<file path="src/rtl/alu_seq16_pkg.sv">
// Shared definitions for the 16-bit sequencer: command and state encodings
// plus the opcode mnemonics understood by the shared 8-bit ALU.
package definitionsABC;

   localparam int WORD_W   = 16;
   localparam int BYTE_W   = 8;
   localparam int SHAMT_W  = 4;
   localparam int ALU_OP_W = 4;

   typedef enum logic [1:0] {
      CMD_ADD16 = 2'd0,
      CMD_XOR16 = 2'd1,
      CMD_SHL16 = 2'd2,
      CMD_NOP   = 2'd3
   } cmd_e;

   typedef enum logic [1:0] {
      IDLE = 2'd0,
      LO   = 2'd1,
      HI   = 2'd2,
      FIN  = 2'd3
   } state_e;

   localparam logic [ALU_OP_W-1:0] kADDL = 4'h0;
   localparam logic [ALU_OP_W-1:0] kXOR  = 4'h1;
   localparam logic [ALU_OP_W-1:0] kSLG  = 4'h2;
   localparam logic [ALU_OP_W-1:0] kSLO  = 4'h3;

endpackage

</file>
<file path="src/rtl/alu_seq16.sv">
// Sequences 16-bit ADD/XOR/SHL operations as low-byte/high-byte passes through
// an external combinational 8-bit ALU; one shift position per LO/HI pair.
module alu_seq16
   import definitionsABC::*;
(
   input  logic                CLK,
   input  logic                RESET,
   input  logic                START,
   input  logic [1:0]          CMD,
   input  logic [WORD_W-1:0]   OPA,
   input  logic [WORD_W-1:0]   OPB,
   input  logic [SHAMT_W-1:0]  SHAMT,
   output logic [ALU_OP_W-1:0] ALU_OP,
   output logic [BYTE_W-1:0]   ALU_A,
   output logic [BYTE_W-1:0]   ALU_B,
   output logic                ALU_SC_IN,
   input  logic [BYTE_W-1:0]   ALU_OUT,
   input  logic                ALU_SC_OUT,
   output logic [WORD_W-1:0]   RES,
   output logic                CARRY,
   output logic                BUSY,
   output logic                DONE
);

   state_e               state, state_nxt;
   cmd_e                 cmd_q;
   logic [WORD_W-1:0]    a_q, b_q, w_q;
   logic [SHAMT_W-1:0]   cnt_q;
   logic                 c_q;   // byte carry for ADD16, shift-out bit for SHL16

   always_comb begin
      state_nxt = state;
      ALU_OP    = kADDL;
      ALU_A     = '0;
      ALU_B     = '0;
      ALU_SC_IN = 1'b0;
      case (state)
         IDLE: begin
            if (START) begin
               case (cmd_e'(CMD))
                  CMD_ADD16, CMD_XOR16: state_nxt = LO;
                  CMD_SHL16:            state_nxt = (SHAMT != '0) ? LO : FIN;
                  default:              state_nxt = FIN;
               endcase
            end
         end
         LO: begin
            state_nxt = HI;
            case (cmd_q)
               CMD_ADD16: begin
                  ALU_OP = kADDL;
                  ALU_A  = a_q[7:0];
                  ALU_B  = b_q[7:0];
               end
               CMD_XOR16: begin
                  ALU_OP = kXOR;
                  ALU_A  = a_q[7:0];
                  ALU_B  = b_q[7:0];
               end
               CMD_SHL16: begin
                  ALU_OP = kSLG;
                  ALU_B  = w_q[7:0];
               end
               default: ;
            endcase
         end
         HI: begin
            state_nxt = (cmd_q == CMD_SHL16 && cnt_q > 4'd1) ? LO : FIN;
            case (cmd_q)
               CMD_ADD16: begin
                  ALU_OP    = kADDL;
                  ALU_A     = a_q[15:8];
                  ALU_B     = b_q[15:8];
                  ALU_SC_IN = c_q;
               end
               CMD_XOR16: begin
                  ALU_OP = kXOR;
                  ALU_A  = a_q[15:8];
                  ALU_B  = b_q[15:8];
               end
               CMD_SHL16: begin
                  ALU_OP    = kSLO;
                  ALU_B     = w_q[15:8];
                  ALU_SC_IN = c_q;
               end
               default: ;
            endcase
         end
         FIN:     state_nxt = IDLE;
         default: state_nxt = IDLE;
      endcase
   end

   assign BUSY = (state != IDLE);
   assign DONE = (state == FIN);

   // Captures happen at the end of the cycle whose opcode is on ALU_OP.
   always_ff @(posedge CLK or posedge RESET) begin
      if (RESET) begin
         state <= IDLE;
         cmd_q <= CMD_ADD16;
         a_q   <= '0;
         b_q   <= '0;
         w_q   <= '0;
         cnt_q <= '0;
         c_q   <= 1'b0;
         RES   <= '0;
         CARRY <= 1'b0;
      end else begin
         state <= state_nxt;
         case (state)
            IDLE: begin
               if (START) begin
                  a_q   <= OPA;
                  b_q   <= OPB;
                  w_q   <= OPA;
                  cmd_q <= cmd_e'(CMD);
                  cnt_q <= SHAMT;
                  c_q   <= 1'b0;
                  if (cmd_e'(CMD) == CMD_SHL16 && SHAMT == '0) begin
                     RES   <= OPA;
                     CARRY <= 1'b0;
                  end else if (cmd_e'(CMD) == CMD_NOP) begin
                     RES   <= '0;
                     CARRY <= 1'b0;
                  end
               end
            end
            LO: begin
               c_q <= ALU_SC_OUT;
               if (cmd_q == CMD_SHL16) w_q[7:0] <= ALU_OUT;
               else                    RES[7:0] <= ALU_OUT;
            end
            HI: begin
               if (cmd_q == CMD_SHL16) begin
                  w_q[15:8] <= ALU_OUT;
                  cnt_q     <= cnt_q - 4'd1;
                  if (cnt_q == 4'd1) begin
                     RES   <= {ALU_OUT, w_q[7:0]};
                     CARRY <= 1'b0;
                  end
               end else begin
                  RES[15:8] <= ALU_OUT;
                  CARRY     <= (cmd_q == CMD_ADD16) ? ALU_SC_OUT : 1'b0;
               end
            end
            default: ;
         endcase
      end
   end

endmodule

</file>
<file path="config.mk">
export PLATFORM = sky130hd
export DESIGN_NAME = alu_seq16
export DESIGN_NICKNAME = d
export VERILOG_FILES = /design/src/rtl/alu_seq16_pkg.sv /design/src/rtl/alu_seq16.sv
export SDC_FILE = /design/constraint.sdc
export NUM_CORES = 1
export LEC_CHECK = 0
export CAP_MARGIN = 15
export CORE_ASPECT_RATIO = 0.6
export CORE_MARGIN = 2
export CORE_UTILIZATION = 30
export DETAILED_ROUTE_END_ITERATION = 12
export DONT_BUFFER_PORTS = 1
export PLACE_DENSITY = 0.46
export SLEW_MARGIN = 20
export SYNTH_ARGS = -nofsm -noshare
export SYNTH_HDL_FRONTEND = slang
export SYNTH_SLANG_ARGS = --single-unit
export TNS_END_PERCENT = 100
</file>
<file path="constraint.sdc">
create_clock -name CLK -period 4.04 [get_ports CLK]
set_clock_uncertainty 0.05 [all_clocks]
set_input_delay 0.808 -clock CLK [delete_from_list [all_inputs] [get_ports CLK]]
set_output_delay 0.808 -clock CLK [all_outputs]
set_load 0.1 [all_outputs]
</file>
Word-level counts from Yosys, hierarchy flattened
Index checks and enable logic that the tools add are counted.
{ "word_totals": {"regBits": 74, "input_bits": 50, "output_inout_bits": 40} }
{ "op_classes": {"add_sub_neg": 1, "order_cmp": 1, "eq_ne": 16, "muxes": 41, "reduce_logical": 20} }
{ "op_table": {"columns": ["operator", "count"], "rows": [
  ["8-bit case mux with 2 select lines", 7],
  ["16-bit two-way mux", 5],
  ["8-bit two-way mux", 6],
  ["8-bit case mux with 3 select lines", 1],
  ["2-bit case mux with 2 select lines", 4],
  ["2-bit equality test, second input constant", 5],
  ["2-bit inequality test, second input constant", 5],
  ["1-bit two-way mux", 9],
  ["4-bit two-way mux", 2],
  ["2-bit case mux with 4 select lines", 1],
  ["4-bit case mux with 2 select lines", 1],
  ["2-bit by 1-bit equality test with 1-bit output, second input constant", 3],
  ["2-bit logical NOT", 3],
  ["2-bit two-way mux", 3],
  ["3-bit inequality test, second input constant", 2],
  ["3-bit AND reduction", 2],
  ["6-bit AND reduction", 1],
  ["2-bit nonzero test", 3],
  ["2-bit OR reduction", 3],
  ["4-bit by 1-bit equality test with 1-bit output, second input constant", 1],
  ["4-bit by 1-bit > comparator with 1-bit output, second input constant", 1],
  ["4-bit logical NOT", 1],
  ["1-bit case mux with 2 select lines", 2],
  ["2-bit AND reduction", 2],
  ["other kinds (5)", 6]
]} }

Logic depth before layout (Yosys ltp)
Gate-level depths: netlist of run 1.
{ "depth": {"word_depth": 5, "depth_mapped": 8, "ltp_nobuf": 6} }

Least setup slack after synthesis of run 1
Ideal clock, no wire load.
{ "synth_path": {"kind": "register -> output", "startpoint": "register state[1]", "endpoint": "output port ALU_OP[0]", "arrival_ps": 2936, "setup_slack_ps": 246, "path_stages_with_launch": 7, "path_cell_list": "dfrtp_1 -> inv_1 -> ha_1 -> clkbuf_1 -> buf_1 -> a22oi_1 -> nor2b_1"} }
{ "synth_via": {"elab_chain_cells": 2, "elab_cells_between_ends": 3} }
{ "synth_lines": {"columns": ["item", "line", "source"], "rows": [
  ["from (decl)", "alu_seq16.sv:25", "state_e state, state_nxt;"],
  ["from (signal assigned)", "alu_seq16.sv:110", "state <= state_nxt;"],
  ["2-bit equality test / 2-bit by 1-bit equality test with 1-bit output (equally long branches)", "alu_seq16.sv:37", "case (state)"],
  ["2-bit case mux with 2 select lines *", "alu_seq16.sv:37", null],
  ["to (decl)", "alu_seq16.sv:13", "output logic [ALU_OP_W-1:0] ALU_OP,"]
]} }
Mark *: on every way between the ends. The rest lies on a longest branch, timed or not.

Worst setup path in the final report of run 1
{ "layout_path": {"startpoint": "register state[1]", "endpoint": "output port ALU_A[4]"} }
{ "layout_via": {"elab_chain_cells": 2, "elab_cells_between_ends": 3} }
{ "layout_lines": {"columns": ["item", "line", "source"], "rows": [
  ["2-bit equality test / 2-bit by 1-bit equality test with 1-bit output (equally long branches)", "alu_seq16.sv:37", null],
  ["8-bit case mux with 2 select lines *", "alu_seq16.sv:37", null],
  ["to (decl)", "alu_seq16.sv:14", "output logic [BYTE_W-1:0] ALU_A,"]
]} }
Marks and branches as above.

==> qor.yml, run 1 <==
result_of_the_run: "complete, no violations"
report.final.hold_viol_count: 0
worst_slew_margin_rel_pct: 34.6
cp_data_required_time_ps: 3180
synthFlopType: "dfrtp_1"
synthArstFlopShare_pct: 100
synthAdderAreaFrac_pct: 3.86
synth_cell_type_count: 42
cts-buffers-inserted: 9
muxShareOfSynthArea_pct: 18.6
utilization_pct: 35.7
synth-compound-area-share_pct: 17.1
cp_data_arrival_time_ps: 2600
final.period_utilization_pct: 85.6
diodes: 0
first_global_vias: 2938
min_cycle_time_layout_ps: 3460
flow.area_growth_from_synthesis_pct: 16.7
ff2ff_path_depth: 6
postSynthRegisterBits: 74
rsz0062_at_grt: "false"
max-cap-violations: 0
post_synth_main_area_contributors: "dfrtp_1 48%, mux2_2 12%, nor2_1 4.5%"
num_vias: 2891
cts-hold-fix-buffers: 0
post-synth-top-count-cell: "dfrtp_1"
placed_cell_area_sq_mm: 0.00425
syn_area_per_cell_sq_um: 11.0
synthesis.area_sq_mm: 0.00389
route.detailed.vias_per_inst: 5.31
clk_root_buffer_cell: "clkbuf_16"
synth_largest_type_area_fraction_pct: 47.6
cts.path.max_buffers: 2
dp.final_hpwl_mm: 9.04
top_level_ports: 90
synthDominantAreaCellType: "dfrtp_1"
cts_tree: "done"
grt_usage_pct: 17.9
ctsHtreeMaxLevel: 3
cts_num_sinks: 74
grt_first_pass_wirelength_mm: 18.1
synth_top_cells_by_count: "74 x dfrtp_1, 47 x nor2_1, 42 x mux2_2, 24 x a21oi_1, 17 x a22oi_1"
drc: 0
initial_core_util_pct: 30.6
totalNegativeSetupSlack_ps: 0
clk_pin_slew_ps: 60
criticalPathCategory: "reg2out"
setup_viol: 0
combinational_family_with_the_most_area_after_synthesis: "multiplexers"
cp_startpoint_kind: "register"
synth-xor-area-share_pct: 0
floorplan.core_area_sq_mm: 0.0127
antenna_violations_before_repair: 0
gpl.final_weighted_congestion: 0.799
portBuffers: 0
worst_pin_slew_ps: 976
die_y_um: 92.2
post_cts_buffers: 0
post_cts_resize_count: 0
setup_ws_ps: 580
yosysSeqAreaShare_pct: 47.6
syn_warnings: 0
timing.critical_path.fanout_max: 21
die_area_sq_mm: 0.0139
post-place-ws_ps: 927
route.detailed.wl_per_inst_um: 21.9
post_route_cells_drive_above_1_share_pct: 28.6
synth_enable_flop_cells: 0
detail-route-antenna-nets: 0
drt_iter0_drc: 202
syn-instance-count: 354
die_w_um: 151
core.rowCount: 32
timing.reg2reg.setup_slack_ps: 1160
postLayoutCellArea_sq_mm: 0.00454
fmax_mhz: 289
end_kind: "output pin"
min_path_type: "in2async"
grt_max_degree: 42
grt_overflow_total: 0
totalWireLength_mm: 11.9
maxSlewViolCount: 0
num-nets-final: 432
synth_simple_gate_area_share_pct: 9.04
drt_pre_antenna_iters: 5
clk-insertion-delay-late_ps: 330
## final cells by class
type	count	area, sq um
Multi-Input combinational cell	247	1940
Timing Repair Buffer	28	210
Fill cell	1273	8190
Tap cell	170	213
Inverter	10	37.5
Sequential cell	74	1850
Clock buffer	12	246
Clock inverter	3	40.0
## sequential cells by signal, summed over array words and instances (netlist names)
| name | flops |
|---|---|
| RES | 16 |
| a_q | 16 |
| b_q | 16 |
| w_q | 16 |
| cnt_q | 4 |
| cmd_q | 2 |
| state | 2 |
| CARRY | 1 |
| c_q | 1 |
## worst max-delay path: stages, from the launching register on
cell and delay (ps):
dfrtp_1 420, inv_1 100, ha_1 740, o21ai_1 490
nor2_2 210, buf_4 300
## cell usage in the layout (no fill, tap or decap), types with 3 or more instances in the layout
cell type and instances:
a21oi_1 24, nand3_1 4, mux2_2 42, a211oi_1 8, ha_1 11, a22o_1 15, a222oi_1 7, buf_4 28
inv_1 7, nor2_2 16, nor2_1 31, clkbuf_16 9, mux2i_1 16, a22oi_1 17, nand2b_1 3, dfrtp_1 74
mux2_1 8, o21ai_0 6, nor3_1 3, nand2_1 7
## per-layer routing
| metal | wire (um) | part of all wire (%) | track usage (%) |
|---|---|---|---|
| met2 | 4510 | 38 | 22.2 |
| met5 | 0 | 0 | 0 |
| met1 | 6090 | 51 | 28.1 |
| met3 | 1200 | 10 | 6.77 |
| met4 | 112 | 0.94 | 4.21 |
## kinds of logic after synthesis
family / count (synthesis)
AOI/OAI and AO/OA: 91
adders and majority gates: 12
buffers and inverters: 34
DFF: 74
muxes: 66
other: 1
and+or+nand+nor: 76
## worst paths after layout
path,start,endpoint
max,state[1],ALU_A[4]
min,RESET,b_q[10]
max reg2reg,cmd_q[0],RES[0]
min reg2reg,a_q[2],a_q[2]
max in group asynchronous,RESET,RES[0]
min in group CLK,a_q[2],a_q[2]
## per-stage QoR
| step | hold WS (ps) | cells |
|---|---|---|
| global placement | 441 | 529 |
| global route | 244 | 544 |
| finish | 233 | 544 |
| detailed placement | 444 | 529 |
| CTS | 230 | 544 |
| floorplan | 415 | 355 |
Power of run 1 is left out: the tool's default activity adds up to more than one toggle a clock period on the data nets, which glitch-free logic cannot reach.
==> run 2, diff against run 1 <==
--- a/config.mk
+++ b/config.mk
@@ -7,12 +7,11 @@
 export LEC_CHECK = 0
 export CAP_MARGIN = 15
 export CORE_ASPECT_RATIO = 0.6
-export CORE_MARGIN = 2
 export CORE_UTILIZATION = 30
 export DETAILED_ROUTE_END_ITERATION = 12
 export DONT_BUFFER_PORTS = 1
 export PLACE_DENSITY = 0.46
-export SLEW_MARGIN = 20
+export SLEW_MARGIN = 15
 export SYNTH_ARGS = -nofsm -noshare
 export SYNTH_HDL_FRONTEND = slang
 export SYNTH_SLANG_ARGS = --single-unit
==> qor.yml, run 2 (same netlist as run 1, synthesis figures left out) <==
dp.final_hpwl_mm: 8.81
cts_num_sinks: 74
num-nets-final: 431
grt_usage_pct: 18.3
cts-hold-fix-buffers: 0
grt_first_pass_wirelength_mm: 17.9
grt_overflow_total: 0
filler_cell_count: 1219
route.detailed.wl_per_inst_um: 21.7
clk_pin_slew_ps: 60
cts_tree: "done"
clk_root_buffer_cell: "clkbuf_16"
min_path_type: "in2async"
die_y_um: 90.2
antenna_violations_before_repair: 0
flow.area_growth_from_synthesis_pct: 17.0
die_area_sq_mm: 0.0134
setup_viol: 0
post_cts_buffers: 0
floorplan.core_area_sq_mm: 0.0123
route.met2.wl_mm: 4.49
timing.critical_path.fanout_max: 21
portBuffers: 0
cp_startpoint_kind: "register"
report.final.hold_viol_count: 0
post_cts_resize_count: 0
totalWireLength_mm: 11.7
fmax_mhz: 289
final.period_utilization_pct: 85.8
clk-insertion-delay-late_ps: 330
initial_core_util_pct: 31.5
criticalPathCategory: "reg2out"
cts-buffers-inserted: 9
maxSlewViolCount: 0
worstSetupStartpoint: "state[0]"
m1WireLength_mm: 5.96
most-common-layout-cells: "74 x dfrtp_1, 42 x mux2_2, 31 x nor2_1"
cp_data_required_time_ps: 3180
drt_iter0_drc: 181
final_common_cell: "dfrtp_1"
max-cap-violations: 0
result_of_the_run: "complete, no violations"
num_vias: 2901
cp_data_arrival_time_ps: 2610
die_w_um: 149
top_level_ports: 90
critical_r2r_launch: "cmd_q[0]"
ctsHtreeMaxLevel: 3
route.top_layer_used: "met4"
grt_max_degree: 61
cts.path.max_buffers: 2
worst_slew_margin_rel_pct: 35.2
route.detailed.vias_per_inst: 5.38
drc: 0
end_kind: "output pin"
core.rowCount: 31
min_cycle_time_layout_ps: 3460
diodes: 0
totalNegativeSetupSlack_ps: 0
first_global_vias: 2838
detail-route-antenna-nets: 0
met3WireLength_mm: 1.20
drt_pre_antenna_iters: 5
post_route_cells_drive_above_1_share_pct: 28.3
rsz0062_at_grt: "false"
gpl.final_weighted_congestion: 0.829
worst_pin_slew_ps: 974
==> run 2: cell count changes in the layout (fill, tap and decap cells not counted) <==
cell,previous run,this run
clkinv_2,2,0
clkinvlp_4,0,1
clkinv_4,0,1
clkbuf_8,1,0
buf_4,28,27
bufinv_16,1,2
clkbuf_1,2,3
==> run 2: critical path, stage by stage, from the launching register on <==
cell and delay [ps]:
dfrtp_1 400, inv_1 110, ha_1 710, o21ai_1 500
nor2_2 240, buf_4 310
==> run 2: final cells by class <==
| type | instances | area, sq um | share of cell area (%) |
|---|---|---|---|
| multi-input cells | 247 | 1940 | 42.6 |
| flip-flops and latches | 74 | 1850 | 40.7 |
| clock buffers | 12 | 236 | 5.19 |
| well taps | 165 | 206 | 4.53 |
| repair buffers | 27 | 203 | 4.45 |
| clock inverters | 4 | 76.3 | 1.68 |
| inverters | 10 | 37.5 | 0.824 |
==> run 2: final timing paths <==
kind | slack (ps) | cells after the start | end
max in group asynchronous | 2580 | 2 | b_q[3]
hold reg to reg | 450 | 2 | c_q
min in group CLK | 450 | 2 | c_q
setup reg to reg | 1120 | 6 | RES[5]
setup / recovery | 580 | 5 | ALU_A[1]
hold / removal | 240 | 1 | CARRY
==> run 2: routing by layer <==
metal / vias up / global-route usage (%)
met4: 0 / 3.32
met2: 122 / 23.3
met3: 8 / 7.16
met1: 1440 / 28.4
li1: 1331 / -
met5: - / 0
==> run 2: per-stage QoR <==
step | utilization, % | cells | hold WS (ps) | worst slack [ps] | cell area [sq um]
3_5_place_dp | 34.4 | 523 | 441 | 922 | 4240
3_3_place_gp | 34.4 | 523 | 434 | 987 | 4240
4_1_cts | 36.9 | 539 | 247 | 561 | 4550
6_report | 36.9 | 539 | 244 | 575 | 4550
5_1_grt | 36.9 | 539 | 255 | 404 | 4550
2_1_floorplan | - | 355 | 415 | 246 | 3890
Power of run 2 is left out for the same reason.
